<file path="src/rtl/operand_collector.sv">
// Operand collector: selects, forwards and registers two ALU operands.
// Single-entry skid-free output register with a load-use hazard stall.
module operand_collector #(
  parameter int DATA_W      = 32,
  parameter int ADDR_W      = 32,
  parameter int FWD_CH      = 2,
  parameter int LINK_OFFSET = 8
) (
  input  logic                     clk,
  input  logic                     rst,
  input  logic                     in_valid,
  output logic                     in_ready,
  input  logic [ADDR_W-1:0]        in_pc,
  input  logic [15:0]              in_imm,
  input  logic [1:0]               in_sel1,
  input  logic [2:0]               in_sel2,
  input  logic [4:0]               in_rs,
  input  logic [4:0]               in_rt,
  input  logic [DATA_W-1:0]        rf_data_1,
  input  logic [DATA_W-1:0]        rf_data_2,
  input  logic [DATA_W-1:0]        cp_read_data,
  input  logic [FWD_CH-1:0]        fwd_valid,
  input  logic [FWD_CH-1:0]        fwd_pending,
  input  logic [FWD_CH*5-1:0]      fwd_addr,
  input  logic [FWD_CH*DATA_W-1:0] fwd_data,
  output logic                     out_valid,
  input  logic                     out_ready,
  output logic [DATA_W-1:0]        operand_1,
  output logic [DATA_W-1:0]        operand_2,
  output logic [15:0]              stall_count
);

  typedef enum logic {EMPTY, FULL} state_t;

  state_t            state;
  logic [DATA_W:0]   res1;
  logic [DATA_W:0]   res2;
  logic              use1;
  logic              use2;
  logic              hazard;
  logic              accept;
  logic [ADDR_W-1:0] link_pc;
  logic [DATA_W-1:0] nxt1;
  logic [DATA_W-1:0] nxt2;

  // Returns {pending, data}; lowest-index match wins, r0 is hardwired zero.
  function automatic logic [DATA_W:0] resolve(
    input logic [4:0]        r,
    input logic [DATA_W-1:0] rf
  );
    logic [DATA_W:0] res;
    res = {1'b0, rf};
    for (int i = FWD_CH - 1; i >= 0; i--) begin
      if (fwd_valid[i] && fwd_addr[5*i +: 5] == r)
        res = {fwd_pending[i], fwd_data[DATA_W*i +: DATA_W]};
    end
    if (r == 5'd0)
      res = '0;
    return res;
  endfunction

  assign res1    = resolve(in_rs, rf_data_1);
  assign res2    = resolve(in_rt, rf_data_2);
  assign use1    = (in_sel1 == 2'd0) && (in_rs != 5'd0);
  assign use2    = (in_sel2 == 3'd0) && (in_rt != 5'd0);
  assign hazard  = (use1 && res1[DATA_W]) || (use2 && res2[DATA_W]);
  assign in_ready  = !hazard && (!out_valid || out_ready);
  assign accept    = in_valid && in_ready;
  assign out_valid = (state == FULL);
  assign link_pc   = in_pc + ADDR_W'(LINK_OFFSET);

  always_comb begin
    nxt1 = '0;
    case (in_sel1)
      2'd0:    nxt1 = res1[DATA_W-1:0];
      2'd1:    nxt1 = DATA_W'(link_pc);
      2'd2:    nxt1 = cp_read_data;
      default: nxt1 = '0;
    endcase
  end

  always_comb begin
    nxt2 = '0;
    case (in_sel2)
      3'd0:    nxt2 = res2[DATA_W-1:0];
      3'd1:    nxt2 = {{(DATA_W-16){in_imm[15]}}, in_imm};
      3'd2:    nxt2 = DATA_W'(in_imm);
      3'd3:    nxt2 = DATA_W'({in_imm, 16'h0000});
      default: nxt2 = '0;
    endcase
  end

  always_ff @(posedge clk) begin
    if (rst) begin
      state       <= EMPTY;
      operand_1   <= '0;
      operand_2   <= '0;
      stall_count <= '0;
    end else begin
      if (in_valid && hazard && stall_count != 16'hFFFF)
        stall_count <= stall_count + 16'd1;
      if (accept) begin
        operand_1 <= nxt1;
        operand_2 <= nxt2;
        state     <= FULL;
      end else if (out_ready) begin
        state <= EMPTY;
      end
    end
  end

endmodule

</file>
<file path="config.mk">
export PLATFORM = sky130hd
export DESIGN_NAME = operand_collector
export DESIGN_NICKNAME = d
export VERILOG_FILES = /design/src/rtl/operand_collector.sv
export SDC_FILE = /design/constraint.sdc
export NUM_CORES = 1
export LEC_CHECK = 0
export CAP_MARGIN = 20
export CORE_AREA = 2 2 127 129
export DETAILED_ROUTE_END_ITERATION = 16
export DIE_AREA = 0 0 129 131
export PLACE_DENSITY = 0.79
export REMOVE_ABC_BUFFERS = 1
export SYNTH_ARGS = -nofsm -noshare
export SYNTH_HDL_FRONTEND = slang
export SYNTH_SLANG_ARGS = --single-unit
</file>
<file path="constraint.sdc">
create_clock -name clk -period 2.7 [get_ports clk]
set_input_delay 0.54 -clock clk [delete_from_list [all_inputs] [get_ports clk]]
set_output_delay 0.54 -clock clk [all_outputs]
set_load 0.01 [all_outputs]
</file>
# Word level (Yosys, flattened, before mapping)
# Index checks and enable logic that the tools add are counted.
classes:
  addsub: 2
  n_eq_ne: 10
  mux: 10
  reduce_logical: 23
op_table:
  columns: ["op", "n"]
  rows:
  - ["$mux 33", 6]
  - ["$pmux 32 s4", 1]
  - ["$pmux 32 s3", 1]
  - ["$add 32x4->32 const B", 1]
  - ["$eq 5x5->1", 4]
  - ["$add 16x1->16 const B", 1]
  - ["$ne 16x16->1 const B", 1]
  - ["$logic_and 1x1->1", 12]
  - ["$logic_not 5->1", 2]
  - ["$reduce_bool 5->1", 2]
  - ["$eq 3x2->1 const B", 2]
  - ["$eq 3x1->1 const B", 1]
  - ["$logic_not 3->1", 1]
  - ["$eq 2x1->1 const B", 1]
  - ["$eq 2x2->1 const B", 1]
  - ["$logic_not 1->1", 2]
  - ["$logic_not 2->1", 1]
  - ["$logic_or 1x1->1", 2]
  - ["$mux 1", 2]
  - ["$reduce_bool 2->1", 1]
word_totals:
  register_bits: 81
  out_inout_bits: 82

# Longest topological paths before layout
depth:
  word_depth: 11
  depth_mapped: 9

# Least setup slack after synthesis
# No wires, ideal clock.
synth_path:
  kind: "input port to output port"
  startpoint: "in fwd_addr[4]"
  endpoint: "out in_ready"
  arrival_time_ns: 1.918
  required_time_ns: 2.160
  path_slack_ns: 0.242
  cell_stages: 7
  cell_sequence: "xor2_1 > nor4_2 > nand3_2 > mux2i_2 > o22a_1 > buf_2 > and2_1"
synth_via:
  elab_chain_cells: 8
  word_cells_on_any_way: 13
synth_lines:
  columns: ["item", "line", "text"]
  rows:
  - ["start: declaration", "24", "input logic [FWD_CH*5-1:0] fwd_addr,"]
  - ["$eq 5x5->1", "54", "if (fwd_valid[i] && fwd_addr[5*i +: 5] == r)"]
  - ["$logic_and 1x1->1", "54", null]
  - ["$mux 33", "54", null]
  - ["$mux 33", "57", "if (r == 5'd0)"]
  - ["$logic_and 1x1->1", "66", "assign hazard = (use1 && res1[DATA_W]) || (use2 && res2[DATA_W]);"]
  - ["$logic_or 1x1->1 *", "66", null]
  - ["$logic_not 1->1 *", "67", "assign in_ready = !hazard && (!out_valid || out_ready);"]
  - ["$logic_and 1x1->1 *", "67", null]
  - ["end: declaration", "12", "output logic in_ready,"]
# Mark *: on every way between the ends. The rest lies on a longest branch, timed or not.

# Final worst setup path
layout_path:
  startpoint: "in fwd_addr[7]"
  endpoint: "out in_ready"
layout_via:
  elab_chain_cells: 9
  word_cells_on_any_way: 15
layout_lines:
  columns: ["item", "line"]
  rows:
  - ["$eq 5x5->1", "54"]
  - ["$logic_and 1x1->1", "54"]
  - ["$mux 33 (2 in series)", "54"]
  - ["$mux 33", "57"]
  - ["$logic_and 1x1->1", "66"]
  - ["$logic_or 1x1->1 *", "66"]
  - ["$logic_not 1->1 *", "67"]
  - ["$logic_and 1x1->1 *", "67"]
# Marks and branches as above.

==> impl_metrics.csv <==
group,metric,value,unit
job,drv_cap,0,
setup_path,rr_worst_depth,10,
grt,grt_pass1_wl,39600,µm
sta,slew_headroom,0.312,
clocking,cts_hold_buf,0,
synthesis,ys_ff_latch,81,
clocking,cts_buffers,9,
cells_and_area,num-nets-final,1251,
drt,drt_iter0_markers,600,
place,dp_hpwl,21000,µm
sta,worst_pin_slew,1030,ps
clocking,clkSlewWorstSetupHoldPaths,60,ps
floorplan,num_rows,46,
setup_path,r2r_slack,280,ps
cells_and_area,final_util,0.641,
synthesis,synth_flop_cell,"dfxtp_1",
setup_path,cp.arrival,2060,ps
place,globalplace.congestion,0.930,
setup_path,critPathMaxStageDelay,280,ps
floorplan,core,15600,µm²
sta,period_share,0.963,
clocking,cts.sinks,81,
drt,vias,7097,
drt,routed_wl,27600,µm
grt,grt_start_max_net_pins,65,
sta,slew_viol_final,0,
cells_and_area,area_growth,78.2,%
clocking,root_buffer,"clkbuf_16",
sta,setup_violations,0,
sta,period_needed,2600,ps
clocking,clk_latency,350,ps
synthesis,synth-edff-count,0,
setup_path,cp-start-kind,"primary input",
floorplan,die_y,131,µm
setup_path,cp_top_family,"simple AND/OR/NAND/NOR gates",
pwr,powerDensity,367,nW/µm²
grt,grt_pass1_vias,7034,
setup_path,slowest_stage,"nor3_2",
hold_path,hp-class,"flop to flop",
floorplan,dieArea,16900,µm²
setup_path,crit_fanout,3,
setup_path,path_buf_inv,2,
sta,max_freq,0.385,GHz
synthesis,yosys_warnings,0,
sta,hold_violations,0,
clocking,cts_tree,"done",
status,status,"finished, final reports clean",
sta,skew,10.1,ps
cells_and_area,fillers,1354,
pwr,power_leakage,3.41,nW
synthesis,postSynthCellCount,652,
setup_path,crit_chain,"dlygate4sd2_1 > xnor2_1 > nand3_1 > nor3_2 > mux2i_2 > o22a_1 > and2_1 > buf_2",
hold_path,min_from,"operand_2[31]",
grt,grt_use_total,0.311,
hold_path,hold_depth,2,
drt,drt_first_pass_iters,5,
drt,viasPerCell,5.77,
floorplan,start_util,0.360,
drt,wire_per_inst,22.5,µm
grt,grt_overflow_total,0,
grt,antenna_found_initial,1,
pwr,total_power,3.67,mW
hold_path,holdPathEnd,"operand_2[31]",
place,placement.io_buffers,322,
synthesis,async_flop_share,0,
setup_path,r2r-start,"stall_count[3]",
setup_path,r2r-end,"stall_count[0]",
cells_and_area,drive_above_1_share,0.171,
drt,drc,0,
pwr,ir_worst_vdd,282,µV
drt,ant_nets,0,
setup_path,end_kind,"output pin",
floorplan,ios,323,
clocking,htreeDepth,3,
synthesis,postSynthAreaPerCell,8.61,µm²
clocking,cts_max_path_buffers,2,
synthesis,yosysUniqueCellTypes,46,
synthesis,yosysSeqAreaShare,0.289,
setup_path,crit_required,2160,ps
floorplan,die_w,129,µm
synthesis,synth_area,5610,µm²
setup_path,crit_type,"primary input to output pin",
## sequential cells by signal, indices dropped and copies added (netlist names)
signal       count
operand_2       32
operand_1       32
stall_count     16
out_valid        1
## layout make-up
type,count,area (µm²),area share
timing repair buffer,402,3870,0.387
multi-input combinational,511,3920,0.392
inverter,3,11.3,0.00113
clock inverter,4,52.6,0.00525
tap,216,270,0.0270
clock buffer,11,253,0.0253
antenna,1,2.50,0.000250
sequential,81,1620,0.162
## worst min-delay path, cell delays in order (launching register included)
cell and delay (ps):
dfxtp_1 310, nand2_1 50, a21oi_1 50
## timing repair
item | CTS | global route
setup buffers | 6 | 2
pin swaps | 11 | 11
resized for setup | 30 | 35
setup endpoints to repair | 9 | 37
cloned | 0 | 1
## cell usage in the layout, fill, tap and decap left out, types with 3 or more instances in the layout
master,n
nor2_4,3
a221o_1,15
nand4_1,10
dlygate4sd2_1,6
inv_1,3
o31ai_1,23
o2bb2ai_1,32
nand3b_1,15
a21oi_1,61
a221oi_1,32
mux2_2,33
and4_1,3
xnor2_2,4
xnor2_1,30
nand3_1,20
and3_1,9
and2_1,4
nor2_1,26
nand2_1,19
or4_1,8
mux2i_1,33
buf_4,69
o21ai_0,37
nor3_2,4
xor2_1,13
clkdlybuf4s50_1,300
buf_12,8
a222oi_1,17
or3_1,6
dfxtp_1,81
clkbuf_2,10
nor3_1,4
clkinvlp_4,3
a211oi_1,16
buf_6,3
clkbuf_16,9
## synthesized netlist by cell type, drive strengths merged, types with 2 or more instances
master,count,area share
a222oi,17,0.030
a221o,15,0.027
ha,2,0.0045
nand3,22,0.021
and4,3,0.0047
a221oi,32,0.050
and3,9,0.010
mux2i,35,0.063
nor2b,4,0.0045
or2,3,0.0033
or4,8,0.011
o2bb2ai,32,0.050
nand2,19,0.013
nand3b,15,0.020
dfxtp,81,0.29
nor3,8,0.0071
nor4,2,0.0033
a31oi,2,0.0022
xor2,13,0.020
xnor2,34,0.053
and2,5,0.0056
buf,20,0.019
a21oi,63,0.056
mux2,33,0.066
o21ai,39,0.035
or3,7,0.0078
a211oi,17,0.023
nand4,10,0.011
clkbuf,38,0.025
o31ai,23,0.031
nor2,31,0.021
inv,3,0.0020
## how the worst max path moves through the flow
stage                      from      endpoint  slack [ps]  cells after the start
floorplan              in_rs[2]  operand_1[0]       -1490                      7
global placement       in_rt[4]      in_ready        -600                      8
detailed placement     in_rt[4]      in_ready        -640                      8
CTS                 fwd_addr[9]  operand_1[9]           7                     12
global route           in_rt[1]      in_ready         -10                      8
finish              fwd_addr[7]      in_ready         100                      8
## logic make-up after synthesis
logic type,synth area share
buf+inv,0.0466
mux,0.129
simple gates,0.143
flops,0.289
compound gates,0.314
xor+xnor,0.0733
fa+ha+maj,0.00446
## layer usage
metal	global-route usage	routed length [µm]	vias up	share of wire
met1	0.354	10500	3299	0.38
met4	0.159	1160	0	0.042
met5	0	0	-	0
met3	0.0741	2530	83	0.092
li1	-	-	3303	-
met2	0.547	13500	412	0.49
## power breakdown
group          internal [mW]  switching [mW]  total [mW]
clock network          0.763           0.531        1.29
logic                  0.630           0.470        1.10
registers               1.25          0.0277        1.27
total                   2.64            1.03        3.67
## stage by stage
step	cells	cell area, µm²	hold slack, ps	setup TNS [ps]	setup WS, ps
after floorplan	594	5360	474	-92860	-1490
after global placement	1204	9580	444	-16820	-596
after detailed placement	1204	9580	448	-22610	-642
after CTS	1225	9940	456	0	7.43
after global routing	1228	10000	473	-13.6	-13.6
final	1229	10000	458	0	100
No activity file was read; power rests on OpenSTA's default activity.
